$ cat config.mk
export PLATFORM = sky130hd
export DESIGN_NAME = note_history_ctrl
export DESIGN_NICKNAME = d
export VERILOG_FILES = /design/src/rtl/note_ui_pkg.sv /design/src/rtl/frame_edge_det.sv /design/src/rtl/note_history_ctrl.sv
export SDC_FILE = /design/constraint.sdc
export NUM_CORES = 1
export LEC_CHECK = 0
export ABC_AREA = 1
export CAP_MARGIN = 20
export CORE_MARGIN = 1.5
export CORE_UTILIZATION = 47
export CTS_BUF_LIST = sky130_fd_sc_hd__clkbuf_8
export CTS_CLUSTER_SIZE = 24
export DETAILED_ROUTE_END_ITERATION = 6
export HOLD_SLACK_MARGIN = 0.12
export PLACE_DENSITY = 0.78
export SYNTH_ARGS = -nofsm -noshare
export SYNTH_HDL_FRONTEND = slang
export SYNTH_SLANG_ARGS = --single-unit
$ cat constraint.sdc
create_clock -name clk -period 1.3 [get_ports clk]
set_input_delay 0.26 -clock clk [delete_from_list [all_inputs] [get_ports clk]]
set_output_delay 0.26 -clock clk [all_outputs]
set_load 0.01 [all_outputs]
$ cat src/rtl/note_ui_pkg.sv
// Shared constants and state encoding for the note-overlay controllers.
package note_ui_pkg;

  localparam int unsigned NOTE_W          = 6;
  localparam int unsigned NOTE_REST       = 0;
  localparam int unsigned DEPTH_DEF       = 4;
  localparam int unsigned HOLD_FRAMES_DEF = 60;

  typedef enum logic [1:0] {
    StIdle   = 2'd0,
    StPend   = 2'd1,
    StCommit = 2'd2
  } hist_state_e;

endpackage

$ cat src/rtl/frame_edge_det.sv
// Registers vsync and flags the falling edge as a frame boundary.
module frame_edge_det (
  input  logic clk_i,
  input  logic rst_ni,
  input  logic vsync_i,
  output logic tick_o
);

  logic vsync_q, vsync_d;

  always_comb begin
    vsync_d = vsync_i;
  end

  always_ff @(posedge clk_i or negedge rst_ni) begin
    if (!rst_ni) begin
      vsync_q <= 1'b0;
    end else begin
      vsync_q <= vsync_d;
    end
  end

  // Combinational so the tick lines up with the cycle vsync is first seen low.
  assign tick_o = vsync_q & ~vsync_i;

endmodule

$ cat src/rtl/note_history_ctrl.sv
// Captures note-start events and commits them into a shift-register history on
// frame boundaries so the overlay never changes mid-frame.
module note_history_ctrl #(
  parameter int unsigned DEPTH       = note_ui_pkg::DEPTH_DEF,
  parameter int unsigned HOLD_FRAMES = note_ui_pkg::HOLD_FRAMES_DEF,
  parameter int unsigned NOTE_W      = note_ui_pkg::NOTE_W
) (
  input  logic                    clk,
  input  logic                    reset,
  input  logic                    note_start,
  input  logic [NOTE_W-1:0]       note,
  input  logic                    vsync,
  input  logic                    freeze,
  input  logic                    clear_hist,
  output logic [DEPTH*NOTE_W-1:0] hist_notes,
  output logic [DEPTH-1:0]        hist_valid,
  output logic                    pending,
  output logic [7:0]              drop_cnt,
  output logic                    frame_tick
);

  import note_ui_pkg::*;

  localparam int unsigned CntW  = $clog2(HOLD_FRAMES + 1);
  localparam int unsigned HistW = DEPTH * NOTE_W;

  hist_state_e state_q, state_d;

  logic [HistW-1:0]  hist_q, hist_d;
  logic [DEPTH-1:0]  valid_q, valid_d;
  logic [NOTE_W-1:0] pend_note_q, pend_note_d;
  logic              pending_q, pending_d;
  logic [7:0]        drop_q, drop_d;
  logic [CntW-1:0]   idle_q, idle_d;

  logic boundary;
  logic capture;
  logic commit_en;
  logic age_en;

  frame_edge_det u_frame_edge_det (
    .clk_i   (clk),
    .rst_ni  (reset),
    .vsync_i (vsync),
    .tick_o  (boundary)
  );

  // A clear request swallows any capture in the same cycle.
  assign capture = note_start & (note != NOTE_W'(NOTE_REST)) & ~clear_hist;

  always_ff @(posedge clk or negedge reset) begin
    if (!reset) begin
      state_q <= StIdle;
    end else begin
      state_q <= state_d;
    end
  end

  always_comb begin
    state_d = state_q;
    if (clear_hist) begin
      state_d = StIdle;
    end else begin
      case (state_q)
        StIdle:   if (capture) state_d = StPend;
        StPend:   if (boundary && !freeze) state_d = StCommit;
        StCommit: state_d = capture ? StPend : StIdle;
        default:  state_d = StIdle;
      endcase
    end
  end

  always_comb begin
    commit_en = (state_q == StCommit) & ~clear_hist;
    age_en    = (state_q == StIdle) & boundary & ~freeze & ~clear_hist;
  end

  always_comb begin
    hist_d      = hist_q;
    valid_d     = valid_q;
    pend_note_d = pend_note_q;
    pending_d   = pending_q;
    drop_d      = drop_q;
    idle_d      = idle_q;

    if (clear_hist) begin
      hist_d      = '0;
      valid_d     = '0;
      pend_note_d = '0;
      pending_d   = 1'b0;
      idle_d      = '0;
    end else begin
      if (commit_en) begin
        hist_d    = {hist_q[HistW-NOTE_W-1:0], pend_note_q};
        valid_d   = {valid_q[DEPTH-2:0], 1'b1};
        pending_d = 1'b0;
        idle_d    = '0;
      end

      if (age_en && (idle_q != CntW'(HOLD_FRAMES))) begin
        idle_d = idle_q + CntW'(1);
        if (idle_d == CntW'(HOLD_FRAMES)) begin
          valid_d = '0;
        end
      end

      if (capture) begin
        pend_note_d = note;
        pending_d   = 1'b1;
        // The note pending during COMMIT is being committed, so it is not lost.
        if (pending_q && !commit_en && (drop_q != 8'hFF)) begin
          drop_d = drop_q + 8'd1;
        end
      end
    end
  end

  always_ff @(posedge clk or negedge reset) begin
    if (!reset) begin
      hist_q      <= '0;
      valid_q     <= '0;
      pend_note_q <= '0;
      pending_q   <= 1'b0;
      drop_q      <= '0;
      idle_q      <= '0;
    end else begin
      hist_q      <= hist_d;
      valid_q     <= valid_d;
      pend_note_q <= pend_note_d;
      pending_q   <= pending_d;
      drop_q      <= drop_d;
      idle_q      <= idle_d;
    end
  end

  assign hist_notes = hist_q;
  assign hist_valid = valid_q;
  assign pending    = pending_q;
  assign drop_cnt   = drop_q;
  assign frame_tick = boundary;

endmodule

Word-level counts from Yosys, hierarchy flattened
Index checks and enable logic that the tools add are counted.
- output and inout bits: 38
- input bits: 12
- logic and storage cells: 60
- register bits after elaboration: 52
- eq/ne operators: 7
- add/sub/neg operators: 2
- multiplexer cells: 19
- reduce and logical (&&, ||, !) cells: 14
- bitwise operators: 10
- operators by type and width (kind ; count):
    $mux 24 ; 2
    $mux 6 ; 5
    $mux 4 ; 4
    $add 8x1->8 const B ; 1
    $ne 8x8->1 const B ; 1
    $and 1x1->1 ; 7
    $add 6x1->6 const B ; 1
    $eq 6x6->1 const B ; 1
    $mux 2 ; 3
    $ne 3x3->1 const B ; 2
    $ne 6x6->1 const B ; 1
    $pmux 2 s3 ; 1
    $reduce_bool 3->1 ; 2
    $reduce_bool 6->1 ; 1
    $logic_and 1x1->1 ; 4
    $mux 1 ; 4
    $reduce_bool 2->1 ; 2
    $not 1->1 ; 3
    $reduce_and 3->1 ; 1
    $eq 2x1->1 const B ; 1
    $eq 2x2->1 const B ; 1
    $logic_not 1->1 ; 2
    $logic_not 2->1 ; 1
    $reduce_and 2->1 ; 1

Longest topological paths before layout
- depth after elaboration: 8
- depth in mapped cells: 8
- mapped depth without buffers: 8

Hierarchy
Synthesis repeated with hierarchy kept, for this count alone.
- cell total of the unflattened synthesis: 258
- area, all modules: 2346.0 µm²
- by module, submodules not included (module ; cells each ; instances ; seq. area each (µm²) ; area an instance (µm²)):
    note_history_ctrl ; 255 ; 1 ; 1276.2 ; 2311.0
    frame_edge_det ; 3 ; 1 ; 25.0 ; 35.0

Least setup slack after synthesis
No wires, ideal clock.
- kind: flip-flop to flip-flop
- start point: reg drop_q[0], in the netlist drop_cnt[0]
- end point: reg drop_q[0], in the netlist drop_cnt[0]
- buffers on the path: 0
- arrival: 1227 ps
- data required time: 1176 ps
- setup slack: -51 ps
- clock period less this slack: 1351 ps
- setup time: 124 ps
- cell stages (with the launch flop): 8
- path through: dfrtp_1 ha_1 nand3_1 inv_1 nand2_1 nand2_4 o21ai_0 nand2_1
- cells in the longest elaborated chain, start to end: 3
- elaborated cells between the ends (all ways): 4
- those cells by class: add/sub: 1; eq/ne: 1; reduce/logical: 2
- ends and longest elaborated chain (item ; RTL line ; text):
    start, declared ; note_history_ctrl.sv:33 ; logic [7:0] drop_q, drop_d;
    start signal, assigned ; note_history_ctrl.sv:131 ; drop_q <= drop_d;
    parallel branches: the longest is 3 deep, another holds $add 8x1->8 ; -- ;
Several ways; the timed one is not identified.
A chain may end at the register's enable or synchronous reset.

Final worst setup path
- start point: reg state_q[0]
- end point: reg idle_q[0]
- cells in the longest elaborated chain, start to end: 7
- elaborated cells between the ends (all ways): 10
- those cells by class: eq/ne: 1; mux: 2; bitwise: 4; reduce/logical: 3
- ends and longest elaborated chain (item ; RTL line ; text):
    start, declared ; note_history_ctrl.sv:27 ; hist_state_e state_q, state_d;
    start signal, assigned ; note_history_ctrl.sv:53 ; state_q <= StIdle;
    start signal, assigned ; note_history_ctrl.sv:55 ; state_q <= state_d;
    $logic_not 2->1 ; note_history_ctrl.sv:75 ; age_en = (state_q == StIdle) & boundary & ~freeze & ~clear_hist;
    $and 1x1->1 (3 in a row) ; note_history_ctrl.sv:75 ;
    $logic_and 1x1->1 ; note_history_ctrl.sv:100 ; if (age_en && (idle_q != CntW'(HOLD_FRAMES))) begin
    $mux 6 ; note_history_ctrl.sv:100 ;
    $mux 6 ; note_history_ctrl.sv:86 ; if (clear_hist) begin
    end signal, assigned ; note_history_ctrl.sv:132 ; idle_q <= idle_d;
    end, declared ; note_history_ctrl.sv:34 ; logic [CntW-1:0] idle_q, idle_d;
Several ways; a longest one is shown, not always the timed one.

==> run summary <==
status -> finished, violations left
failing checks -> setup timing
Arrival @ worst endpoint -> 1.54 ns
Syn. warnings -> 0
H-tree depth -> 2
largest net degree at the start of global routing -> 53
1st-pass router iterations -> 4
layout cells sized above 1 -> 32.3%
number of distinct library cells after synthesis -> 25
Seq/Total Area, Yosys -> 55.5%
Tmin final -> 1.36 ns
worst-path fanout max -> 6
Site Rows -> 25
die width -> 73.7 µm
fraction of registers with async set/reset -> 100%
Critical Setup Path Class -> reg -> reg
leakage power -> 1.84 nW
# IOs -> 50
Clock transition at path regs -> 0.10 ns
nets@finish -> 370
count leader, synth -> nand2_1
CORE AREA -> 4750 µm²
die area -> 5420 µm²
Peak VDD IR -> 0.000760 V
fin cells -> 423
CP required -> 1.48 ns
# DRC -> 0
Synth top cells by count -> nand2_1, dfrtp_1, inv_1
clk buf depth -> 2
DR iter-0 viols -> 113
hpwl dp -> 3.69 mm
Yosys top cell area share -> 55.5%
Max Cap Viol -> 0
Synth area leaders -> dfrtp_1, nand2_1, inv_1
synthesis-to-finish area growth -> 52.7%
CTS tree -> yes
CTS Sinks -> 52
final WL -> 5.86 mm
cell mode on critical path -> nand2_2
FF+latch count, synth -> 52
Final Hold Fails -> 0
Critical Path End Type -> flip-flop
vias per cell -> 5.01
routed vias -> 2,119
Total GRT Usage -> 21.7%
slowest library cell on the worst path -> dfrtp_2
fin. max-slew vios -> 0
routability cong. -> 0.770
chip height -> 73.7 µm
Cell Count Post-Placement -> 401
setup violators final -> 9
syn avg cell area -> 9.06 µm²
Primary FF master, synth -> dfrtp_1
post-route setup TNS -> -0.159 ns
clock skew -> 0.0104 ns
Yosys top cell by area -> dfrtp_1
largest stage delay on the critical path -> 0.45 ns
fin crit share -> 105%
vias in the first global route -> 2,000
RSZ-0062 raised after global routing -> true
worst-skew pair later-pin latency -> 0.31 ns
worst hold path class -> in -> reg
ant diodes -> 0
I/O Buffers -> 49
cells along the critical path -> inv_2, nand2_2, nor2_2, nand2_2, o21ai_4, o21ai_1
P per Cell Area -> 957 nW/µm²
worst rel slew slack -> 78.1%
Post-Syn Instances -> 259
setup slack after layout -> -0.0628 ns
post-route ant nets -> 0
global route overflow -> 0
EDFF count, synth -> 0
Synth Cell Area -> 2350 µm²
antenna violations before repair -> 0
wire per inst -> 13.8 µm
TritonCTS Buffers -> 5
Final Hold Slack -> 0.203 ns
syn nets -> 274
Worst Tran Pin Value -> 0.328 ns
Startpoint Class -> flip-flop
Starting Density -> 49.3%
Clock Root Buffer -> clkbuf_8
Max Fclk -> 0.734 GHz
Tot Pwr -> 3.43 mW
first-pass GRT wire length -> 9.03 mm
stage by stage:
stage	instance area [µm²]	util (%)	setup WS, ns
floorplan	2350	-	0.0276
global placement	3170	66.8	-0.308
detailed placement	3170	66.8	-0.358
CTS	3340	70.2	-0.0679
global route	3580	75.3	-0.120
finish	3580	75.3	-0.0628
registers in the layout (all words and copies together), names as in the netlist:
signal	cells
hist_valid	4
pend_note_q	6
drop_cnt	8
pending	1
hist_notes	24
state_q	2
idle_q	6
u_frame_edge_det.vsync_q	1
worst paths after layout:
check,cells after the start,end,startpoint,slack (ns)
max,6,idle_q[0],state_q[0],-0.06
min reg2reg,2,hist_notes[20],hist_notes[20],0.50
max in group asynchronous,3,state_q[0],reset,0.58
max reg2reg,6,idle_q[0],state_q[0],-0.06
min in group asynchronous,3,hist_notes[10],reset,0.48
min,1,u_frame_edge_det.vsync_q,vsync,0.20
routing by layer:
metal / part of all wire [%] / up-vias / wire length (µm) / GRT usage [%]
met5: 0 / - / 0 / 0
li1: - / 1022 / - / -
met4: 1.7 / 0 / 102 / 8.64
met1: 43 / 1042 / 2490 / 28.6
met2: 52 / 46 / 3070 / 35.5
met3: 3.3 / 9 / 196 / 3.84
critical path: cells and delay by family, from the launching register on:
kind                   cells  cell delay (ns)
DFF                        1             0.45
AOI/OAI and AO/OA          2             0.43
and+or+nand+nor            3             0.27
buffers and inverters      1             0.07
where the power goes:
group | switching [mW] | internal, mW | leakage, nW
logic | 0.375 | 0.382 | 1.09
clock network | 0.550 | 0.383 | 0.0445
registers | 0.0442 | 1.69 | 0.710
total | 0.969 | 2.46 | 1.84
timing repair:
| item | CTS | global route |
|---|---|---|
| setup buffers | 8 | 4 |
| endpoints found under the hold margin | 52 | 0 |
| gates resized for setup | 52 | 57 |
| gates cloned | 1 | 0 |
| hold buffers | 1 | 0 |
| endpoints found under the setup margin | 53 | 43 |
| pin swaps | 9 | 11 |
cells in the final DEF, fill, tap and decap left out, drive strengths merged:
cell type	netlist	routed
xnor2	2	2
o22ai	20	20
buf	5	45
a21oi	2	2
nand2	55	56
clkinv	0	1
nand3b	1	1
dlygate4sd2	0	38
nor2	14	14
inv	50	51
nand3	16	16
dfrtp	52	52
clkinvlp	0	1
nand4	2	2
clkbuf	0	6
o21ai	31	31
ha	3	3
clkdlybuf4s50	0	8
xor2	6	6
dlygate4sd3	0	1
layout make-up:
class,count,area [µm²]
Multi-Input combinational cell,153,1080
Timing Repair Buffer,93,836
Tap cell,67,83.8
Inverter,50,190
Clock inverter,3,21.3
Clock buffer,5,68.8
Sequential cell,52,1300
Fill cell,336,1170
cell families (layout without fill, tap and decap cells):
family          Yosys count  after routing  share of synthesized area, %
compound gates           53             53                          13.4
xor+xnor                  8              8                          2.99
buf+inv                  55            151                          9.33
fa+ha+maj                 3              3                          1.60
simple gates             88             89                          17.2
flops                    52             52                          55.5
Power figures use the tool's default switching activity.
